## src/rtl/sdp_pkg.sv

```systemverilog
// Shared definitions for the windowed statistics stage: FSM state type,
// window-size limits and a constant-foldable log2 helper.
package sdp_pkg;

    typedef enum logic {
        ACCUM = 1'b0,
        HOLD  = 1'b1
    } sdp_acc_state_t;

    localparam int WINDOW_MIN = 32'sd2;
    localparam int WINDOW_MAX = 32'sd256;

    // Ceiling log2; exact for the power-of-two windows this stage accepts.
    function automatic int clog2(input int value);
        int result;
        int rem;
        result = 32'sd0;
        rem    = value - 32'sd1;
        while (rem > 32'sd0) begin
            result = result + 32'sd1;
            rem    = rem >>> 1;
        end
        return result;
    endfunction

    function automatic bit window_ok(input int w);
        return (w >= WINDOW_MIN) && (w <= WINDOW_MAX) && ((w & (w - 32'sd1)) == 32'sd0);
    endfunction

endpackage

```

## src/rtl/sdp_minmax.sv

```systemverilog
// Registered signed running maximum/minimum pair. Exposes the post-update
// values so the parent can capture a final result that includes the current sample.
module sdp_minmax #(
    parameter int ZWIDTH = 8
) (
    input  logic                     clk,
    input  logic                     rst,
    input  logic                     clr,
    input  logic                     load,
    input  logic                     update,
    input  logic signed [ZWIDTH-1:0] d,
    output logic signed [ZWIDTH-1:0] zmax_next,
    output logic signed [ZWIDTH-1:0] zmin_next
);

    logic signed [ZWIDTH-1:0] zmax_r;
    logic signed [ZWIDTH-1:0] zmin_r;

    // Candidate extremes: a load restarts tracking from d, otherwise signed compare.
    always_comb begin
        zmax_next = zmax_r;
        zmin_next = zmin_r;
        if (load) begin
            zmax_next = d;
            zmin_next = d;
        end else begin
            if (d > zmax_r) begin
                zmax_next = d;
            end else begin
                zmax_next = zmax_r;
            end
            if (d < zmin_r) begin
                zmin_next = d;
            end else begin
                zmin_next = zmin_r;
            end
        end
    end

    // Running extreme registers.
    always_ff @(posedge clk or negedge rst) begin
        if (!rst) begin
            zmax_r <= {ZWIDTH{1'b0}};
            zmin_r <= {ZWIDTH{1'b0}};
        end else if (clr) begin
            zmax_r <= {ZWIDTH{1'b0}};
            zmin_r <= {ZWIDTH{1'b0}};
        end else if (load || update) begin
            zmax_r <= zmax_next;
            zmin_r <= zmin_next;
        end else begin
            zmax_r <= zmax_r;
            zmin_r <= zmin_r;
        end
    end

endmodule

```

## src/rtl/sdp_window_accum.sv

```systemverilog
// Windowed sum / floor-mean of x and min/max of z over WINDOW accepted samples,
// with the result held behind a valid/ready handshake.
module sdp_window_accum
    import sdp_pkg::*;
#(
    parameter int  DATAWIDTH = 16,
    parameter int  ZWIDTH    = 8,
    parameter int  WINDOW    = 8,
    localparam int LOG2W     = clog2(WINDOW),
    localparam int SUMWIDTH  = DATAWIDTH + LOG2W
) (
    input  logic                        clk,
    input  logic                        rst,
    input  logic                        clr,
    input  logic                        in_valid,
    output logic                        in_ready,
    input  logic signed [DATAWIDTH-1:0] x,
    input  logic signed [ZWIDTH-1:0]    z,
    output logic                        out_valid,
    input  logic                        out_ready,
    output logic signed [SUMWIDTH-1:0]  sum,
    output logic signed [DATAWIDTH-1:0] mean,
    output logic signed [ZWIDTH-1:0]    zmax,
    output logic signed [ZWIDTH-1:0]    zmin
);

    if (!window_ok(WINDOW)) begin : g_bad_window
        $error("sdp_window_accum: WINDOW must be a power of two in 2..256");
    end

    localparam logic [LOG2W-1:0] CNT_LAST = LOG2W'(WINDOW - 1);

    sdp_acc_state_t              state_r;
    sdp_acc_state_t              state_s;
    logic [LOG2W-1:0]            cnt_r;
    logic signed [SUMWIDTH-1:0]  acc_r;
    logic signed [SUMWIDTH-1:0]  acc_next_s;
    logic                        accept_s;
    logic                        first_s;
    logic                        last_s;
    logic signed [ZWIDTH-1:0]    zmax_next_s;
    logic signed [ZWIDTH-1:0]    zmin_next_s;

    assign in_ready  = (state_r == ACCUM);
    assign out_valid = (state_r == HOLD);

    // Accept qualification and the accumulator value including the current sample.
    always_comb begin
        accept_s   = in_valid & in_ready & ~clr;
        first_s    = (cnt_r == {LOG2W{1'b0}});
        last_s     = (cnt_r == CNT_LAST);
        acc_next_s = acc_r + {{LOG2W{x[DATAWIDTH-1]}}, x};
    end

    // Next-state logic; clr wins over both completion and the handshake.
    always_comb begin
        state_s = state_r;
        case (state_r)
            ACCUM: begin
                if (clr) begin
                    state_s = ACCUM;
                end else if (accept_s && last_s) begin
                    state_s = HOLD;
                end else begin
                    state_s = ACCUM;
                end
            end
            HOLD: begin
                if (clr || out_ready) begin
                    state_s = ACCUM;
                end else begin
                    state_s = HOLD;
                end
            end
            default: state_s = ACCUM;
        endcase
    end

    // FSM state register.
    always_ff @(posedge clk or negedge rst) begin
        if (!rst) begin
            state_r <= ACCUM;
        end else begin
            state_r <= state_s;
        end
    end

    // Partial-window accumulator and sample counter; both restart after the last sample.
    always_ff @(posedge clk or negedge rst) begin
        if (!rst) begin
            acc_r <= {SUMWIDTH{1'b0}};
            cnt_r <= {LOG2W{1'b0}};
        end else if (clr) begin
            acc_r <= {SUMWIDTH{1'b0}};
            cnt_r <= {LOG2W{1'b0}};
        end else if (accept_s) begin
            if (last_s) begin
                acc_r <= {SUMWIDTH{1'b0}};
                cnt_r <= {LOG2W{1'b0}};
            end else begin
                acc_r <= acc_next_s;
                cnt_r <= cnt_r + LOG2W'(1);
            end
        end else begin
            acc_r <= acc_r;
            cnt_r <= cnt_r;
        end
    end

    sdp_minmax #(
        .ZWIDTH (ZWIDTH)
    ) u_minmax (
        .clk       (clk),
        .rst       (rst),
        .clr       (clr),
        .load      (accept_s & first_s),
        .update    (accept_s & ~first_s),
        .d         (z),
        .zmax_next (zmax_next_s),
        .zmin_next (zmin_next_s)
    );

    // Result registers load only on the completing accept; the mean's bit slice is
    // exactly an arithmetic shift, so it floors toward minus infinity.
    always_ff @(posedge clk or negedge rst) begin
        if (!rst) begin
            sum  <= {SUMWIDTH{1'b0}};
            mean <= {DATAWIDTH{1'b0}};
            zmax <= {ZWIDTH{1'b0}};
            zmin <= {ZWIDTH{1'b0}};
        end else if (accept_s && last_s) begin
            sum  <= acc_next_s;
            mean <= acc_next_s[LOG2W +: DATAWIDTH];
            zmax <= zmax_next_s;
            zmin <= zmin_next_s;
        end else begin
            sum  <= sum;
            mean <= mean;
            zmax <= zmax;
            zmin <= zmin;
        end
    end

endmodule
```

## config.mk

```make
export PLATFORM = sky130hd
export DESIGN_NAME = sdp_window_accum
export DESIGN_NICKNAME = d
export VERILOG_FILES = /design/src/rtl/sdp_pkg.sv /design/src/rtl/sdp_minmax.sv /design/src/rtl/sdp_window_accum.sv
export SDC_FILE = /design/constraint.sdc
export NUM_CORES = 1
export LEC_CHECK = 0
export BUFFER_PORTS_ARGS = -buffer_cell sky130_fd_sc_hd__buf_2
export CORE_ASPECT_RATIO = 0.9
export CORE_UTILIZATION = 50
export DETAILED_ROUTE_END_ITERATION = 8
export PLACE_DENSITY = 0.82
export SLEW_MARGIN = 10
export SYNTH_ARGS = -nofsm -noshare
export SYNTH_HDL_FRONTEND = slang
export SYNTH_SLANG_ARGS = --single-unit
export TNS_END_PERCENT = 10
```

## constraint.sdc

```tcl
create_clock -name clk -period 6.95 [get_ports clk]
set_clock_uncertainty 0.1 [all_clocks]
set_input_delay 1.7375 -clock clk [delete_from_list [all_inputs] [get_ports clk]]
set_output_delay 1.7375 -clock clk [all_outputs]
set_load 0.02 [all_outputs]
```

# Word level (Yosys, flattened, before mapping)
# Index checks and enable logic that the tools add are counted.
# totals
mem_bits_rw	0
latchBits	0
romBits	0
inputBits	29
mem_count	0
reg_bits	90
word_cells	45
# op_classes
n_reduce_logical	6
magnitude_cmp	2
addsub	2
n_mul	0
div_mod_pow	0
shift	0
muxes	18
n_bitwise	7
eq_ne	1
# op_table
cell	count
2-to-1 mux 8 bit	8
2-to-1 mux 19 bit	3
adder 19 bit	1
2-to-1 mux 3 bit	3
> comparator 8 bit	1
< comparator 8 bit	1
AND 1 bit	4
nonzero test 2 bit	2
adder 3 x 1 -> 3 bit (second input constant)	1
== test 3 bit (second input constant)	1
zero test 3 bit	1
2-to-1 mux 1 bit	3
inverter 1 bit	3
logical OR 1 bit	2
case mux 1 bit (2 select lines)	1
logical AND 1 bit	1

# Longest topological paths before layout
# Gate-level depths: netlist (run 1).
# depth
ltp_word	7
mapped_depth	8
depth_no_buf	8

# Hierarchy
# Synthesis (run 1) repeated with hierarchy kept, for this count alone.
# hier_totals
cells_unflattened	537
area_unflattened_um2	4944.7
# modules_own_cells
mod	area_per_inst_um2	cells_each	n_inst
sdp_window_accum	3409.5	375	1
sdp_minmax	1535.2	162	1

# Least setup slack after synthesis (run 1)
# OpenSTA, ideal clock, no wires.
# synth_path
path_type	input to register
from	input x[0]
to	register acc_r[16]
path_slack_ns	3.175
cell_stages	8
t_arrival_ns	3.553
required_ns	6.728
path_cell_list	ha_1 -> fa_1 -> a21oi_1 -> or2_1 -> a21boi_1 -> o31a_1 -> or3_1 -> a32o_1
# synth_via
elab_chain_len	4
# synth_rtl
item	line_no	rtl
from (decl)	sdp_window_accum.sv:17	input logic signed [DATAWIDTH-1:0] x,
adder 19 bit	sdp_window_accum.sv:52	acc_next_s = acc_r + {{LOG2W{x[DATAWIDTH-1]}}, x};
2-to-1 mux 19 bit	sdp_window_accum.sv:97	if (last_s) begin
2-to-1 mux 19 bit	sdp_window_accum.sv:96	end else if (accept_s) begin
2-to-1 mux 19 bit	sdp_window_accum.sv:93	end else if (clr) begin
to (signal assigned)	sdp_window_accum.sv:94	acc_r <= {SUMWIDTH{1'b0}};
to (signal assigned)	sdp_window_accum.sv:98	acc_r <= {SUMWIDTH{1'b0}};
to (signal assigned)	sdp_window_accum.sv:101	acc_r <= acc_next_s;
to (decl)	sdp_window_accum.sv:36	logic signed [SUMWIDTH-1:0] acc_r;
# Every way passes these cells. The select of a mux whose other input is x is not followed.
# A chain may end at the register's enable or synchronous reset.

# Worst setup path in the final report (run 1)
# Ends and elaborated chain as after synthesis.

==> impl_metrics.py, run 1 <==
metrics = {
    "synth": {
        "synth_cell_types": 59,
        "ys_seq_area_share_pct": 39.9,
        "async_flop_share_pct": 100,
        "synth.avg_cell_area_um2": 9.53,
        "synth_enable_flop_cells": 0,
        "ys_warn_count": 0,
        "ys.flop_type": "dfrtp_1",
        "mappedNetlistNets": 553,
        "synth_seq_cells": 74,
        "synth_cells": 487,
        "syn-cell-area_um2": 4640,
    },
    "power_and_ir_drop": {
        "p_leak_nw": 2.63,
        "irDropWorstVdd_v": 0.000139,
        "sequentialPowerShare_pct": 40.8,
        "power_frac_clock_pct": 33.2,
        "p_per_area_nw_per_um2": 219,
        "p_switching_uw": 359,
        "intPower_uw": 795,
        "p_sw_share_pct": 31.1,
        "power.total_mw": 1.15,
        "combPwrFrac_pct": 26.0,
    },
    "sta": {
        "final-setup-viol-count": 0,
        "finalSetupTns_ns": 0,
        "hold-worst-slack_ns": 0.375,
        "finalCriticalPeriod_ns": 3.71,
        "finalCritPeriodShare_pct": 53.3,
        "slew_headroom_pct": 24.1,
        "slew_viol_final": 0,
        "hold_violations": 0,
        "finalWorstSetupSlack_ns": 3.24,
        "fmax_mhz": 270,
        "rsz0062_at_grt": "no",
        "tightest_slew_ns": 1.14,
    },
    "routing": {
        "wl_per_cell_um": 16.5,
        "dr.pass1.iters": 5,
        "ant_nets": 0,
        "avgViaCountPerCell": 5.90,
        "drt-total-wl_mm": 11.1,
        "vias": 3957,
        "drt_iter0_markers": 245,
        "drc": 0,
    },
    "die": {
        "ios": 82,
        "core_area_um2": 8810,
        "dieWidth_um": 104,
        "die_height_um": 93.4,
        "num_rows": 32,
        "dieArea_um2": 9680,
        "initial_core_util_pct": 52.7,
    },
    "critical_path": {
        "critPathLaunch": "x[0]",
        "arrival_ns": 3.84,
        "critical_path_class": "in2reg",
        "startpoint_type": "input pin",
        "endpoint_kind": "flop",
        "crit_required_ns": 7.08,
        "crit_path_max_fanout": 3,
        "r2r_start": "acc_r[0]",
    },
    "clock_tree": {
        "h-tree-depth": 3,
        "cts_resized": 0,
        "clockBufferDepth": 2,
        "clkLatencyLatePin_ns": 0.35,
        "cts_buffers": 9,
        "clock-root-buffer": "clkbuf_8",
        "cts.clk_slew.worst_paths_ns": 0.08,
        "cts_sinks": 74,
        "cts_tree": "built",
        "postCtsHoldBufs": 0,
        "cts_setup_buffers": 0,
    },
    "global_route": {
        "grt_use_met3_pct": 5.16,
        "busiest_layer": "met2",
        "overflow": 0,
        "grtUsageMet1_pct": 31.6,
        "grt_max_degree": 75,
        "first_global_vias": 3809,
        "antenna_found_initial": 0,
        "grt_pass1_wl_mm": 18.2,
        "grtUsageMet2_pct": 37.9,
        "grt.total_usage_pct": 23.7,
    },
    "min_path": {
        "min-delay-start": "zmin[4]",
        "hold_class": "reg2reg",
    },
    "cells_and_area": {
        "antenna_cells": 0,
        "area_growth_pct": 13.3,
        "final_nets": 613,
        "postLayoutCoreUtil_pct": 59.7,
        "drive_gt1_share_pct": 21.4,
    },
    "run_status": {
        "outcome": "finished, final reports clean",
    },
    "placement": {
        "portBuffers": 81,
        "dpl.hpwl_mm": 7.59,
        "place_ws_ns": 2.94,
        "gp_congestion": 0.878,
    },
    "job": {
        "cap_violations": 0,
    },
}
stage by stage:
stage                     cells  instance area, um2
after global routing        671                5260
after floorplan             487                4640
final                       671                5260
after CTS                   671                5260
after global placement      655                5030
after detailed placement    655                5030
power groups by stage:
stage / combinational (mW) / clock (mW) / sequential, mW
floorplan: 0.222 / 0 / 0.475
global placement: 0.282 / 0 / 0.477
detailed placement: 0.293 / 0 / 0.479
CTS: 0.296 / 0.391 / 0.470
global route: 0.332 / 0.410 / 0.473
finish: 0.300 / 0.383 / 0.471
critical path, cell delays in order:
cell,delay (ns)
buf_2,0.10
ha_1,0.23
fa_1,0.40
a21oi_1,0.22
or2_1,0.16
a21boi_1,0.10
o31a_1,0.27
or3_1,0.34
a32o_1,0.27
logic make-up after synthesis:
group	share of synthesized area (%)
compound gates	23.2
buf+inv	6.25
mux	4.63
fa+ha+maj	10.1
xor+xnor	1.51
simple gates	14.4
flops	39.9
cell usage after synthesis, types with 5 or more instances:
master / n / area (um2)
nand2_1: 58 / 218
ha_1: 36 / 450
dfrtp_1: 74 / 1850
o21ai_0: 20 / 100
o21ai_1: 12 / 60.1
buf_4: 16 / 120
o211ai_1: 16 / 120
a22o_1: 8 / 70.1
nand3_1: 15 / 75.1
clkbuf_1: 12 / 45.0
o31ai_1: 14 / 105
nor2_1: 27 / 101
a211o_1: 7 / 61.3
o21a_1: 5 / 37.5
o2111ai_1: 7 / 61.3
inv_1: 25 / 93.8
nor3_1: 5 / 25.0
nand4_1: 12 / 75.1
mux2i_1: 17 / 170
nor2b_1: 6 / 37.5
a21oi_1: 19 / 95.1
a21o_1: 7 / 52.6
xnor2_1: 6 / 52.6
path summary, 6_finish.rpt:
kind	end	slack, ns	cells past startpoint
setup / recovery	acc_r[16]	3.24	9
hold / removal	zmin[4]	0.37	2
setup reg to reg	acc_r[16]	4.36	8
hold reg to reg	zmin[4]	0.37	2
max in group asynchronous	sum[12]	4.70	1
min in group asynchronous	acc_r[4]	1.40	1
registers in the layout, indices dropped and copies added, names as in the netlist:
register	flops
cnt_r	3
u_minmax.zmax_r	8
u_minmax.zmin_r	8
zmax	8
acc_r	19
out_valid	1
zmin	8
sum	19
cell usage in the layout, fill, tap and decap left out, drive strengths merged, types with 7 or more instances in the layout:
cell     Yosys  routed
a211o        7       7
a211oi       7       7
a21o         7       7
a21oi       21      21
a22o         8       8
buf         23      84
clkbuf      12      12
dfrtp       74      74
ha          36      36
inv         25      25
mux2i       17      17
nand2       58      58
nand3       15      15
nand4       13      13
nor2        27      27
o2111ai      7       7
o211ai      16      16
o21ai       34      34
o31ai       15      15
metal layers:
layer | up-vias | share of wire (%)
li1 | 1893 | -
met5 | - | 0
met3 | 24 | 7.0
met4 | 0 | 1.8
met2 | 152 | 47
met1 | 1888 | 44
area by class of cell:
| class | instances | area [um2] |
|---|---|---|
| clock buffer | 12 | 155 |
| clock inverter | 4 | 73.8 |
| fill | 771 | 3550 |
| inverter | 25 | 93.8 |
| multi-input combinational | 353 | 2510 |
| sequential | 74 | 1850 |
| tap | 119 | 149 |
| timing repair buffer | 84 | 430 |
Power figures use the tool's default switching activity.
==> inputs of run 2 (changes only) <==
==> constraint.sdc (replaced) <==
create_clock -name clk -period 3.5 [get_ports clk]
set_clock_uncertainty 0.1 [all_clocks]
set_input_delay 0.875 -clock clk [delete_from_list [all_inputs] [get_ports clk]]
set_output_delay 0.875 -clock clk [all_outputs]
set_load 0.02 [all_outputs]
==> run 2 against run 1 <==
Cell count increased by 0.60%. Sequential power increased by 98%. Critical path depth unchanged. Sequential share of layout area decreased by 0.27 points. Count of clock-buffer cells in the layout down 3. Hold slack improved by 0.0033 ns. Global-route usage increased by 0.23 points. Critical path type unchanged. Critical endpoint unchanged. Largest cell class unchanged.
==> impl_metrics.py, run 2 (synthesized netlist as in run 1, its figures left out) <==
metrics = {
    "critical_path": {
        "critical_path_class": "in2reg",
        "crit_required_ns": 3.65,
        "reg2regPathDepth": 8,
        "reg2reg_slack_ns": 0.90,
        "endpoint_kind": "flop",
        "reg2reg_to": "acc_r[16]",
        "arrival_ns": 3.00,
        "crit_path_max_fanout": 3,
        "critPathLaunch": "x[0]",
        "endpoint": "acc_r[16]",
        "r2r_start": "acc_r[0]",
        "startpoint_type": "input pin",
    },
    "cells_and_area": {
        "final_nets": 617,
        "drive_gt1_share_pct": 22.1,
        "area_growth_pct": 14.2,
        "reg.largest.list": "acc_r (19), sum (19)",
        "antenna_cells": 0,
        "final_area_um2": 5300,
        "mostFrequentLayoutCell": "buf_2",
        "mostFrequentLayoutCells": "buf_2 (80), dfrtp_1 (74), nand2_1 (58)",
        "postLayoutCoreUtil_pct": 60.2,
    },
    "global_route": {
        "first_global_vias": 3801,
        "grt_max_degree": 75,
        "overflow": 0,
        "antenna_found_initial": 0,
        "grt.total_usage_pct": 23.9,
        "grt_pass1_wl_mm": 18.5,
    },
    "placement": {
        "portBuffers": 81,
        "placed_area_um2": 5060,
        "dpl.hpwl_mm": 7.71,
        "gp_congestion": 0.893,
    },
    "clock_tree": {
        "cts_buffers": 9,
        "h-tree-depth": 3,
        "cts_sinks": 74,
        "cts_setup_buffers": 0,
        "cts_resized": 0,
        "clkLatencyLatePin_ns": 0.36,
        "postCtsHoldBufs": 0,
        "clock-root-buffer": "clkbuf_8",
        "clockBufferDepth": 2,
        "cts_tree": "built",
        "cts.clk_slew.worst_paths_ns": 0.09,
    },
    "power_and_ir_drop": {
        "p_per_area_nw_per_um2": 444,
        "intPower_mw": 1.61,
        "p_sw_share_pct": 31.5,
        "combPwrFrac_pct": 25.6,
        "sequentialPowerShare_pct": 39.6,
        "p_switching_uw": 742,
        "p_leak_nw": 2.65,
        "power_frac_clock_pct": 34.8,
        "power.total_mw": 2.36,
        "irDropWorstVdd_v": 0.000210,
    },
    "sta": {
        "slew_headroom_pct": 36.7,
        "rsz0062_at_grt": "no",
        "final-setup-viol-count": 0,
        "slew_viol_final": 0,
        "hold_violations": 0,
        "finalSetupTns_ns": 0,
        "fmax_mhz": 351,
        "finalCriticalPeriod_ns": 2.85,
        "finalCritPeriodShare_pct": 81.4,
        "tightest_slew_ns": 0.949,
    },
    "die": {
        "core_area_um2": 8810,
        "dieArea_um2": 9680,
        "die_height_um": 93.4,
        "ios": 82,
        "initial_core_util_pct": 52.7,
        "num_rows": 32,
        "dieWidth_um": 104,
    },
    "min_path": {
        "hold_class": "reg2reg",
    },
    "routing": {
        "wl_per_cell_um": 16.5,
        "drc": 0,
        "drt_iter0_markers": 192,
        "ant_nets": 0,
        "vias": 3965,
        "drt-total-wl_mm": 11.1,
        "avgViaCountPerCell": 5.87,
        "dr.pass1.iters": 4,
    },
    "run_status": {
        "outcome": "finished, final reports clean",
    },
    "job": {
        "cap_violations": 0,
    },
}
[run 2: area by class of cell]
class | count | area (um2)
Timing Repair Buffer | 88 | 460
Tap cell | 119 | 149
Clock inverter | 7 | 116
Inverter | 25 | 93.8
Multi-Input combinational cell | 353 | 2510
Clock buffer | 9 | 124
Sequential cell | 74 | 1850
Fill cell | 779 | 3510
[run 2: worst min path at each step]
stage,slack [ns],cells after the start,to,startpoint
finish,0.38,2,zmin[1],zmin[1]
global route,0.40,2,zmax[1],zmax[1]
CTS,0.38,2,zmin[1],zmin[1]
detailed placement,0.36,2,zmin[1],zmin[1]
floorplan,0.35,2,acc_r[14],acc_r[14]
global placement,0.36,2,zmin[3],zmin[3]
[run 2: per-stage QoR]
stage	setup slack (ns)	hold slack [ns]	cells
after floorplan	0.588	0.353	487
after global placement	0.394	0.359	659
after detailed placement	0.331	0.364	659
after CTS	0.687	0.382	675
after global routing	0.600	0.402	675
final	0.650	0.378	675
[run 2: per-layer routing]
| metal | share of wire (%) | track usage, % | wire length [um] |
|---|---|---|---|
| met1 | 46 | 33.3 | 5140 |
| met2 | 46 | 37.6 | 5160 |
| met3 | 6.1 | 4.74 | 675 |
| met4 | 1.3 | 7.37 | 142 |
| met5 | 0 | 0 | 0 |
[run 2: critical path: stages]
cell	delay [ns]
buf_2	0.11
ha_1	0.23
fa_1	0.41
a21oi_1	0.23
or2_1	0.16
a21boi_1	0.10
o31a_1	0.27
or3_1	0.34
a32o_1	0.27
[run 2: power groups by stage]
stage	Sequential, mW	Clock (mW)	Combinational [mW]
floorplan	0.944	0	0.440
global placement	0.947	0	0.564
detailed placement	0.950	0	0.589
CTS	0.934	0.824	0.596
global route	0.940	0.868	0.670
finish	0.934	0.820	0.602
==> inputs of run 3 (changes only) <==
--- a/config.mk
+++ b/config.mk
@@ -5,11 +5,12 @@
 export SDC_FILE = /design/constraint.sdc
 export NUM_CORES = 1
 export LEC_CHECK = 0
+export ABC_AREA = 1
 export BUFFER_PORTS_ARGS = -buffer_cell sky130_fd_sc_hd__buf_2
 export CORE_ASPECT_RATIO = 0.9
 export CORE_UTILIZATION = 50
 export DETAILED_ROUTE_END_ITERATION = 8
-export PLACE_DENSITY = 0.82
+export PLACE_DENSITY = 0.84
 export SLEW_MARGIN = 10
 export SYNTH_ARGS = -nofsm -noshare
 export SYNTH_HDL_FRONTEND = slang
==> constraint.sdc (replaced) <==
create_clock -name clk -period 2.4 [get_ports clk]
set_clock_uncertainty 0.1 [all_clocks]
set_input_delay 0.6 -clock clk [delete_from_list [all_inputs] [get_ports clk]]
set_output_delay 0.6 -clock clk [all_outputs]
set_load 0.02 [all_outputs]
==> run 3 against run 2 <==
Power rose by 52%. Combinational power rose by 68%. Cell count rose by 21%. Hold slack got worse by 0.070 ns. Core utilization fell by 1.1 points. Critical path depth did not move. Largest power group unchanged. Sequential power rose by 49%.
==> impl_metrics.py, run 3 <==
metrics = {
    "run_status": {
        "outcome": "finished, final reports clean",
    },
    "synth": {
        "synth_seq_cells": 74,
        "synth.avg_cell_area_um2": 7.54,
        "yosysTopAreaCellShare_pct": 39.6,
        "ys_seq_area_share_pct": 39.6,
        "synth_top_area_cell": "dfrtp_1",
        "synth_enable_flop_cells": 0,
        "mappedNetlistNets": 686,
        "synth_cells": 620,
        "synth.top_cells.by_area": "dfrtp_1 (40%), nand2_1 (18%), ha_1 (9.6%), nand3_1 (7.4%), inv_1 (5.4%)",
        "synth_cell_types": 35,
        "synth_common_cells": "nand2_1 (228), dfrtp_1 (74), nand3_1 (69), inv_1 (67), ha_1 (36)",
        "ys_warn_count": 0,
        "post-synth-top-count-cell": "nand2_1",
        "ys.flop_type": "dfrtp_1",
        "async_flop_share_pct": 100,
        "syn-cell-area_um2": 4670,
    },
    "global_route": {
        "first_global_vias": 4090,
        "grt_max_degree": 41,
        "overflow": 0,
        "antenna_found_initial": 0,
        "grt_pass1_wl_mm": 18.7,
        "grt.total_usage_pct": 24.5,
    },
    "cells_and_area": {
        "final_nets": 757,
        "fillers": 850,
        "mostFrequentLayoutCell": "nand2_1",
        "final_area_um2": 5370,
        "area_growth_pct": 14.9,
        "mostFrequentLayoutCells": "nand2_1 (228), buf_2 (80), dfrtp_1 (74)",
        "reg.largest.list": "acc_r (19), sum (19)",
        "antenna_cells": 0,
        "drive_gt1_share_pct": 17.5,
        "final_cells": 818,
    },
    "critical_path": {
        "startpoint_type": "flop",
        "crit_required_ns": 2.54,
        "max_stage_delay_ns": 0.37,
        "cp_slowest_cell": "dfrtp_1",
        "critical_path.cell_chain": "inv_1 -> ha_1 -> a21oi_1 -> o21a_1 -> nand3_2 -> nand3_4 -> nand2_1 -> nand3_1 -> nand2_1",
        "crit_path_max_fanout": 9,
        "worst-path-buf-inv": 1,
        "cp_top_family": "simple AND/OR/NAND/NOR gates",
        "path_common_cell": "nand2_1",
        "endpoint_kind": "flop",
        "arrival_ns": 2.20,
        "critical_path_class": "reg2reg",
    },
    "sta": {
        "finalCritPeriodShare_pct": 85.8,
        "hold_violations": 0,
        "final-setup-viol-count": 0,
        "finalSetupTns_ns": 0,
        "finalCriticalPeriod_ns": 2.06,
        "rsz0062_at_grt": "no",
        "tightest_slew_ns": 0.739,
        "slew_headroom_pct": 50.6,
        "fmax_mhz": 485,
        "slew_viol_final": 0,
    },
    "routing": {
        "drt-total-wl_mm": 11.5,
        "drc": 0,
        "drt_iter0_markers": 302,
        "avgViaCountPerCell": 5.27,
        "dr.pass1.iters": 6,
        "vias": 4308,
        "ant_nets": 0,
        "wl_per_cell_um": 14.1,
    },
    "power_and_ir_drop": {
        "power_frac_clock_pct": 32.8,
        "p_switching_mw": 1.20,
        "intPower_mw": 2.38,
        "p_sw_share_pct": 33.6,
        "p_leak_nw": 3.17,
        "sequentialPowerShare_pct": 38.9,
        "irDropWorstVdd_v": 0.000364,
        "combPwrFrac_pct": 28.2,
        "p_per_area_nw_per_um2": 667,
    },
    "die": {
        "die_height_um": 93.7,
        "ios": 82,
        "num_rows": 33,
        "initial_core_util_pct": 51.4,
        "core_area_um2": 9080,
        "dieArea_um2": 9740,
        "dieWidth_um": 104,
    },
    "clock_tree": {
        "cts.clk_slew.worst_paths_ns": 0.08,
        "h-tree-depth": 3,
        "clockBufferDepth": 2,
        "clock-root-buffer": "clkbuf_8",
        "clkLatencyLatePin_ns": 0.36,
        "cts_buffers": 9,
        "cts_tree": "built",
        "cts_sinks": 74,
    },
    "placement": {
        "dpl.hpwl_mm": 8.43,
        "gp_congestion": 0.942,
        "placed_area_um2": 5120,
        "dp_cells": 801,
        "portBuffers": 81,
    },
    "min_path": {
        "hold_class": "in2reg",
    },
    "job": {
        "cap_violations": 0,
    },
}
run 3: changes by cell type after synthesis, sizes merged, moves of 6 or more:
| cell | before | now |
|---|---|---|
| inv | 25 | 71 |
| o31ai | 15 | 1 |
| nor2b | 6 | 0 |
| nand3 | 15 | 74 |
| a211o | 7 | 0 |
| nand2 | 58 | 233 |
| o2111ai | 7 | 0 |
| mux2i | 17 | 0 |
| o211ai | 16 | 0 |
| a211oi | 7 | 0 |
| o21ai | 34 | 16 |
run 3: repair_timing:
| item | CTS | global route |
|---|---|---|
| gates resized for setup | 0 | 0 |
| hold buffers | 1 | 0 |
| setup buffers | 0 | 0 |
| endpoints found under the hold margin | 14 | 0 |
run 3: final timing paths:
| check | from | to | slack [ns] | cells past startpoint |
|---|---|---|---|---|
| hold / removal | out_ready | out_valid | 0.31 | 2 |
| min in group asynchronous | rst | u_minmax.zmax_r[4] | 0.55 | 2 |
| setup / recovery | u_minmax.zmin_r[7] | zmin[3] | 0.34 | 9 |
| max in group asynchronous | rst | zmin[3] | 1.11 | 3 |
| hold reg to reg | sum[2] | sum[2] | 0.37 | 2 |
| setup reg to reg | u_minmax.zmin_r[7] | zmin[3] | 0.34 | 9 |
run 3: per-layer routing:
| metal | part of all wire [%] | track usage (%) | wire length, um |
|---|---|---|---|
| met4 | 2.2 | 11.3 | 255 |
| met1 | 46 | 32.2 | 5310 |
| met3 | 6.4 | 4.16 | 742 |
| met2 | 45 | 39.7 | 5210 |
| met5 | 0 | 0 | 0 |
run 3: through the flow:
step                util (%)  power, mW  hold WS [ns]  setup WS (ns)
floorplan                  -       2.14         0.204          0.321
global placement        56.4       2.37         0.350          0.106
detailed placement      56.4       2.41         0.361         0.0678
CTS                     59.1       3.59         0.300          0.384
global route            59.1       3.79         0.305          0.215
finish                  59.1       3.58         0.308          0.340
run 3: cells by family after synthesis:
kind of cell,share of synthesized area (%)
and+or+nand+nor,32.5
xor gates and xnor gates,1.69
buffers and inverters,9.83
DFF,39.6
AOI/OAI and AO/OA,6.27
adders and majority gates,10.1
run 3: area by class of cell:
class | count | area [um2] | area share (%)
Clock inverter | 5 | 103 | 1.91
Timing Repair Buffer | 90 | 503 | 9.37
Tap cell | 122 | 153 | 2.84
Sequential cell | 74 | 1850 | 34.5
Multi-Input combinational cell | 445 | 2360 | 44.0
Clock buffer | 11 | 131 | 2.45
Inverter | 71 | 267 | 4.96
run 3: power groups by stage:
stage | clock [mW] | combinational (mW) | sequential [mW]
2_1_floorplan | 0 | 0.726 | 1.41
3_3_place_gp | 0 | 0.958 | 1.41
3_5_place_dp | 0 | 0.989 | 1.42
4_1_cts | 1.19 | 1.00 | 1.39
5_1_grt | 1.25 | 1.13 | 1.40
6_report | 1.18 | 1.01 | 1.39
run 3: worst register-to-register path: stages, from the launching register on:
cell	delay, ns
dfrtp_1	0.37
inv_1	0.07
ha_1	0.34
a21oi_1	0.20
o21a_1	0.20
nand3_2	0.21
nand3_4	0.19
nand2_1	0.11
nand3_1	0.10
nand2_1	0.06
